[src/rtl/i2c_master_arbiter.sv]
// Round-robin arbiter sharing one i2c_master between two requesters; gnt 2 cycles after req, done 1 cycle after FINISH.
// Requesters hold req until done; launches only when m_ready & !lines_busy, stalls after launch are bounded by the timeout.
module i2c_master_arbiter #(
  parameter int TIMEOUT_CYCLES = 4096,
  parameter int TO_W           = 12
) (
  input  logic       clk,
  input  logic       rst,
  input  logic       req0,
  input  logic       req1,
  input  logic [6:0] addr0,
  input  logic [6:0] addr1,
  input  logic       rw0,
  input  logic       rw1,
  input  logic [7:0] wdata0,
  input  logic [7:0] wdata1,
  output logic       gnt0,
  output logic       gnt1,
  output logic       done0,
  output logic       done1,
  output logic       err0,
  output logic       err1,
  output logic [7:0] rdata,
  output logic [6:0] m_addr,
  output logic [7:0] m_data_in,
  output logic       m_rw,
  output logic       m_enable,
  input  logic [7:0] m_data_out,
  input  logic       m_ready,
  input  logic       lines_busy,
  output logic       busy,
  output logic       owner
);

  typedef enum logic [2:0] {IDLE, GRANT, LAUNCH, WAIT_DONE, FINISH} state_t;

  localparam logic [TO_W-1:0] TO_LAST = TO_W'(TIMEOUT_CYCLES - 1);

  state_t          state, state_nxt;
  logic [TO_W-1:0] to_cnt;
  logic            last_ptr;
  logic            win, win_nxt;
  logic            err_flag;
  logic            timeout;

  assign timeout = (to_cnt == TO_LAST);
  assign busy    = (state != IDLE);

  always_comb begin
    state_nxt = state;
    win_nxt   = win;
    case (state)
      IDLE: begin
        if ((req0 || req1) && m_ready && !lines_busy) begin
          state_nxt = GRANT;
          // Contention goes to whoever was not served last.
          win_nxt   = (req0 && req1) ? !last_ptr : req1;
        end
      end
      GRANT:     state_nxt = LAUNCH;
      LAUNCH:    if (timeout || !m_ready) state_nxt = timeout ? FINISH : WAIT_DONE;
      WAIT_DONE: if (timeout || m_ready) state_nxt = FINISH;
      FINISH:    state_nxt = IDLE;
      default:   state_nxt = IDLE;
    endcase
  end

  always_ff @(posedge clk) begin
    if (rst) begin
      state     <= IDLE;
      to_cnt    <= '0;
      last_ptr  <= 1'b1;
      win       <= 1'b0;
      err_flag  <= 1'b0;
      owner     <= 1'b0;
      gnt0      <= 1'b0;
      gnt1      <= 1'b0;
      done0     <= 1'b0;
      done1     <= 1'b0;
      err0      <= 1'b0;
      err1      <= 1'b0;
      rdata     <= '0;
      m_addr    <= '0;
      m_data_in <= '0;
      m_rw      <= 1'b0;
      m_enable  <= 1'b0;
    end else begin
      state <= state_nxt;
      win   <= win_nxt;
      gnt0  <= 1'b0;
      gnt1  <= 1'b0;
      done0 <= 1'b0;
      done1 <= 1'b0;
      err0  <= 1'b0;
      err1  <= 1'b0;

      if (state_nxt != state) to_cnt <= '0;
      else if (state == LAUNCH || state == WAIT_DONE) to_cnt <= to_cnt + 1'b1;

      case (state)
        GRANT: begin
          owner     <= win;
          gnt0      <= !win;
          gnt1      <= win;
          m_enable  <= 1'b1;
          err_flag  <= 1'b0;
          m_addr    <= win ? addr1 : addr0;
          m_rw      <= win ? rw1 : rw0;
          m_data_in <= win ? wdata1 : wdata0;
        end
        LAUNCH: begin
          // Enable stays up only until the master shows it has taken the job.
          if (timeout || !m_ready) m_enable <= 1'b0;
          if (timeout) err_flag <= 1'b1;
        end
        WAIT_DONE: begin
          if (timeout) err_flag <= 1'b1;
        end
        FINISH: begin
          done0    <= !owner;
          done1    <= owner;
          err0     <= err_flag && !owner;
          err1     <= err_flag && owner;
          last_ptr <= owner;
          if (m_rw && !err_flag) rdata <= m_data_out;
        end
        default: ;
      endcase
    end
  end

endmodule

[config.mk]
export PLATFORM = sky130hd
export DESIGN_NAME = i2c_master_arbiter
export DESIGN_NICKNAME = d
export VERILOG_FILES = /design/src/rtl/i2c_master_arbiter.sv
export SDC_FILE = /design/constraint.sdc
export NUM_CORES = 1
export LEC_CHECK = 0
export CAP_MARGIN = 20
export CELL_PAD_IN_SITES_DETAIL_PLACEMENT = 1
export CELL_PAD_IN_SITES_GLOBAL_PLACEMENT = 1
export CORE_MARGIN = 4
export CORE_UTILIZATION = 29
export CTS_CLUSTER_DIAMETER = 120
export DETAILED_ROUTE_END_ITERATION = 7
export MAX_ROUTING_LAYER = met4
export PLACE_DENSITY_LB_ADDON = 0.1
export SLEW_MARGIN = 20
export SYNTH_ARGS = -nofsm -noshare
export SYNTH_HDL_FRONTEND = slang
export SYNTH_SLANG_ARGS = --single-unit
[constraint.sdc]
create_clock -name clk -period 1.6 [get_ports clk]
set_input_delay 0.4 -clock clk [delete_from_list [all_inputs] [get_ports clk]]
set_output_delay 0.4 -clock clk [all_outputs]
set_load 0.03 [all_outputs]
Word-level counts from Yosys, hierarchy flattened
Index checks and enable logic that the tools add are counted.

word-level totals
  output and inout port bits = 33
  word-level logic and storage cells = 69
  flip-flop bits (word level) = 50
  input bits = 46

cells by class
  reduce and logical (&&, ||, !) cells = 28
  mux-type cells = 13
  equality and inequality tests = 8
  bitwise operators = 2
  $add $sub $neg = 1

operators by type and width
  operator                                                          count
  12-bit by 1-bit adder with 12-bit output (second input constant)  1
  12-bit == test (second input constant)                            1
  3-bit two-way mux                                                 4
  3-bit one-hot mux with 4 select lines                             1
  8-bit two-way mux                                                 1
  2-bit AND reduction                                               4
  2-bit OR reduction                                                4
  7-bit two-way mux                                                 1
  3-bit by 2-bit == test with 1-bit output (second input constant)  2
  1-bit logical AND                                                 6
  1-bit zero test                                                   6
  1-bit logical OR                                                  4
  1-bit two-way mux                                                 4
  1-bit one-hot mux with 2 select lines                             2
  2-bit nonzero test                                                2
  3-bit by 1-bit == test with 1-bit output (second input constant)  1
  3-bit == test (second input constant)                             1
  3-bit zero test                                                   1
  3-bit != test                                                     1
  3-bit nonzero test                                                1
  2-bit by 1-bit != test with 1-bit output (second input constant)  1
  2-bit != test (second input constant)                             1
  1-bit NOT                                                         2

Depth between registers and ports, before layout
  word-level depth = 7
  mapped depth = 7
  mapped depth without buffers = 5

Worst setup path after synthesis
No wires, ideal clock.

  path kind = register to register
  start = register to_cnt[0]
  end = register to_cnt[0]
  stages on the path, launching flop included = 7
  data required time = 1522 ps
  setup slack = -95 ps
  buffers on the path = 1
  data arrival time = 1617 ps
  setup time = 78 ps
  cells stage by stage = dfxtp_1 ha_1 nand4_1 o311ai_1 mux2_2 buf_6 nor3_1

on the way
  longest elaborated chain between the ends = 6

ends and longest elaborated chain
  element                                    RTL line  RTL
  from (decl)                                40        logic [TO_W-1:0] to_cnt;
  from (signal assigned)                     98        else if (state == LAUNCH || state == WAIT_DONE) to_cnt <= to_cnt + 1'b1;
  12-bit == test                             46        assign timeout = (to_cnt == TO_LAST);
  3-bit two-way mux (tied with other cells)  61        LAUNCH: if (timeout || !m_ready) state_nxt = timeout ? FINISH : WAIT_DONE;
  3-bit two-way mux (on tied branches)       61, 62
  3-bit one-hot mux with 4 select lines      52        case (state)
  3-bit != test                              97        if (state_nxt != state) to_cnt <= '0;
  2-bit OR reduction (no line)               n/a

Several ways; a longest one is shown, not always the timed one.
A chain may end at the register's enable or synchronous reset.

Worst setup path in the final report
  start = register to_cnt[7]
  end = register to_cnt[8]

The elaborated chain is that of the path after synthesis.

==> flow_results.org <==
** Yosys
- Number of enable-type register cells in the synthesized netlist :: 0
- In this run, distinct cell masters in the synthesized netlist total 37.
- Synthesis inferred 50 register bits.
- Fraction of synthesized cell area taken by the top area cell type :: 0.488
- Biggest area consumer among synthesized cells :: dfxtp_1
- Sequential fraction of the synthesis area :: 0.488
- Most used flip-flop cell after synthesis :: dfxtp_1
- Cell types occupying the most area after synthesis :: dfxtp_1 49%, mux2i_1 13%, nand2_1 4.6%
- The Yosys step of the flow raised 0 warnings.
- Netlist area before placement :: 2050 um2
- Number of instances in the synthesized netlist :: 218
- Synthesized Nets :: 265
- In this run the mean area of a mapped cell was 9.41 um2.
- Ys async rst share :: 0

** STA
- Measured against its own limit, the worst slew margin works out to 0.731.
- Final cycle utilization of the critical path :: 1.02
- Setup ws final :: -0.0276 ns
- Slew of the pin with the lowest slew margin :: 0.404 ns
- Total Negative Setup Slacks :: -0.0325 ns
- F_max :: 0.614 GHz
- Minimum period implied by the final worst setup slack :: 1.63 ns
- Setup violators final :: 3
- Setup repair after global routing could not meet its margin everywhere.
- Maximum clock skew at final layout :: 0.00670 ns
- Final Hold Violating Endpoints :: 0
- The final max-slew violation count is 0.

** Hold path
- The path class of the tightest hold or removal check is reg -> reg.
- In this run the most critical hold path is launched from m_addr[4].

** Cells and area
- After routing the design area is 3340 um2.
- Of the cells placed in the final design, the portion with a size suffix greater than 1 is 0.194.
- After the last flow step, the layout net total stands at 371.
- Layout Cells excl Fill :: 421
- Most common cell after layout, fill and taps aside :: dfxtp_1
- Area growth from synthesis to final layout :: 62.7%
- The number of antenna diodes in the final layout is 0.
- In the layout the commonest cells are 47 x dfxtp_1, 44 x clkdlybuf4s50_1, 33 x dlygate4sd2_1.

** Place
- Count of input and output buffers :: 78
- After detailed placement, the design holds a cell count of 411.
- Worst-case setup slack after placement :: -0.286 ns
- Routability Congestion :: 0.784
- Once detailed placement completed, the half-perimeter wirelength came to 4300 um.
- Summing all placed instances gives a cell area of 3150 um2.

** Global route
- Number of global-route vias before repair :: 1898
- For this run, the total global-route usage over all layers was measured as 0.140.
- Total congestion overflow :: 0
- Wire length of the first global-routing pass :: 9260 um
- Initial antenna violation count :: 0
- Pin count of the biggest net entering global routing :: 19

** Worst setup path
- FF-to-FF Start :: to_cnt[7]
- The slowest stage of the critical path belongs to the cell o311ai_4.
- Buffers and inverters on the worst path :: 0
- CP delay by family, top :: compound AO/OA/AOI/OAI gates
- Maximum cell stage delay along the critical path :: 0.43 ns
- The worst setup path is of the reg -> reg kind.
- Traced cell by cell, the critical path runs through nand4_1 > o311ai_4 > mux2_4 > nor3_2.
- Arr. time, crit path :: 1.86 ns
- Origin of the worst setup path :: to_cnt[7]
- Required time at the endpoint of the critical path :: 1.83 ns
- The worst setup path is captured at a register.
- Of all nets on the critical path, the largest fanout is 6.
- The worst setup path is launched from a register.

** Floorplan
- Number of top-level pins :: 79
- The total area inside the core boundary comes to 6830 um2.
- Initial standard-cell utilization of the core :: 0.300
- Die Y-Extent :: 92.1 um
- Row generation in the floorplan step produced 30 rows.
- Floorplan die area :: 8490 um2
- Die span in x :: 92.1 um

** Power
- Power density over the cells :: 757 nW/um2
- Combinational fraction of design power :: 0.146
- After layout, the design draws a total of 2.53 mW.
- Summed over all cells, the static leakage comes to 1.41 nW.
- Summed over all nets, the switching power comes to 0.597 mW.
- The share of total power dissipated in sequential elements is 0.506.
- Highest ir drop seen on vdd :: 0.436 mV
- Clock power share :: 0.348
- Switch share :: 0.236
- Total internal power :: 1.93 mW

** Drt
- For this run, the detailed router's first-pass iteration total came to 4.
- Dividing the detail-routed wire length by the instance count gives 13.6 um.
- Post-route antenna net violation count :: 0
- After detailed routing, the number of vias per cell comes to 4.51.
- Via count :: 1897
- Number of DRC markers in iteration 0 :: 40
- Total Wirelength :: 5730 um
- For this run, design rule violations remaining after detail routing come to 0.

** Clocking
- Clock latency on the worst-skew pair, taken at its later pin, is 0.30 ns.
- Number of buffers added to fix hold violations after cts :: 0
- Clk slew on worst S/H paths :: 0.09 ns
- Buffers inserted during clock tree synthesis total 5.
- Cell at the root of the clock tree :: clkbuf_8
- Clock Path Buffers :: 2
- Clock tree sinks :: 50
- H-tree depth :: 2
- TritonCTS built the clock tree.

** Status
- The run finished, with violations left.
- The checks that failed: setup timing.

** Flow run
- Max_cap viols :: 0
-- final timing paths --
kind / slack [ns] / depth (start not counted) / end
hold reg to reg: 0.45 / 2 / m_addr[4]
setup / recovery: -0.03 / 4 / to_cnt[8]
setup reg to reg: -0.03 / 4 / to_cnt[8]
hold / removal: 0.45 / 2 / m_addr[4]
-- cell families after synthesis --
group	share of synthesized area
and+or+nand+nor	0.202
DFF	0.488
AOI/OAI and AO/OA	0.0835
muxes	0.132
buffers and inverters	0.0409
xor gates and xnor gates	0.0470
adders and majority gates	0.00610
-- cell type report --
type,count,area (um2)
inverter,4,15.0
fill,803,3490
timing repair buffer,110,993
sequential,50,1000
clock buffer,7,76.3
tap,96,120
clock inverter,1,30.0
multi-input combinational,153,1100
-- power groups by stage --
stage / clock [mW] / combinational, mW / sequential [mW]
2_1_floorplan: 0 / 0.118 / 1.35
3_3_place_gp: 0 / 0.355 / 1.31
3_5_place_dp: 0 / 0.358 / 1.31
4_1_cts: 0.913 / 0.348 / 1.28
5_1_grt: 0.964 / 0.400 / 1.28
6_report: 0.878 / 0.369 / 1.28
-- layer usage --
layer,vias to the layer above,global-route usage,wire length (um)
li1,970,-,-
met3,7,0.0336,254
met5,-,-,0
met4,0,0.0408,59
met2,40,0.217,2730
met1,880,0.181,2690
-- per-stage QoR --
step	util	hold WS, ns
3_5_place_dp	0.462	0.443
3_3_place_gp	0.462	0.434
4_1_cts	0.472	0.461
6_report	0.489	0.454
5_1_grt	0.489	0.499
2_1_floorplan	-	0.436
-- cell usage after synthesis (3+ instances only) --
| library cell | number |
|---|---|
| dfxtp_1 | 50 |
| mux2i_1 | 26 |
| nand2_1 | 25 |
| nor2_1 | 19 |
| nor3_1 | 17 |
| o21ai_0 | 17 |
| xnor2_1 | 9 |
| clkbuf_1 | 5 |
| buf_2 | 4 |
| inv_1 | 4 |
| nand4_1 | 4 |
| nand3_1 | 3 |
| nand3b_1 | 3 |
| nor4_1 | 3 |
-- sequential cells by signal, indices dropped and copies added (netlist names) --
register   cells
rdata          8
last_ptr       1
m_addr         7
m_data_in      8
gnt1           1
err_flag       1
done1          1
m_rw           1
err0           1
err1           1
m_enable       1
owner          1
done0          1
state          3
win            1
gnt0           1
to_cnt        12
-- repair_timing --
item                       in CTS  in global routing
gates cloned                    0                  1
setup buffers                   0                  1
setup endpoints to repair      46                 15
pin swaps                       1                 16
gates resized for setup        34                 19
-- worst register-to-register path, cell delays in order (launching register included) --
cell and delay, ns:
dfxtp_1 0.35, nand4_1 0.23, o311ai_4 0.44, mux2_4 0.40, nor3_2 0.15
Note: power is estimated with default switching activity, not from simulation.
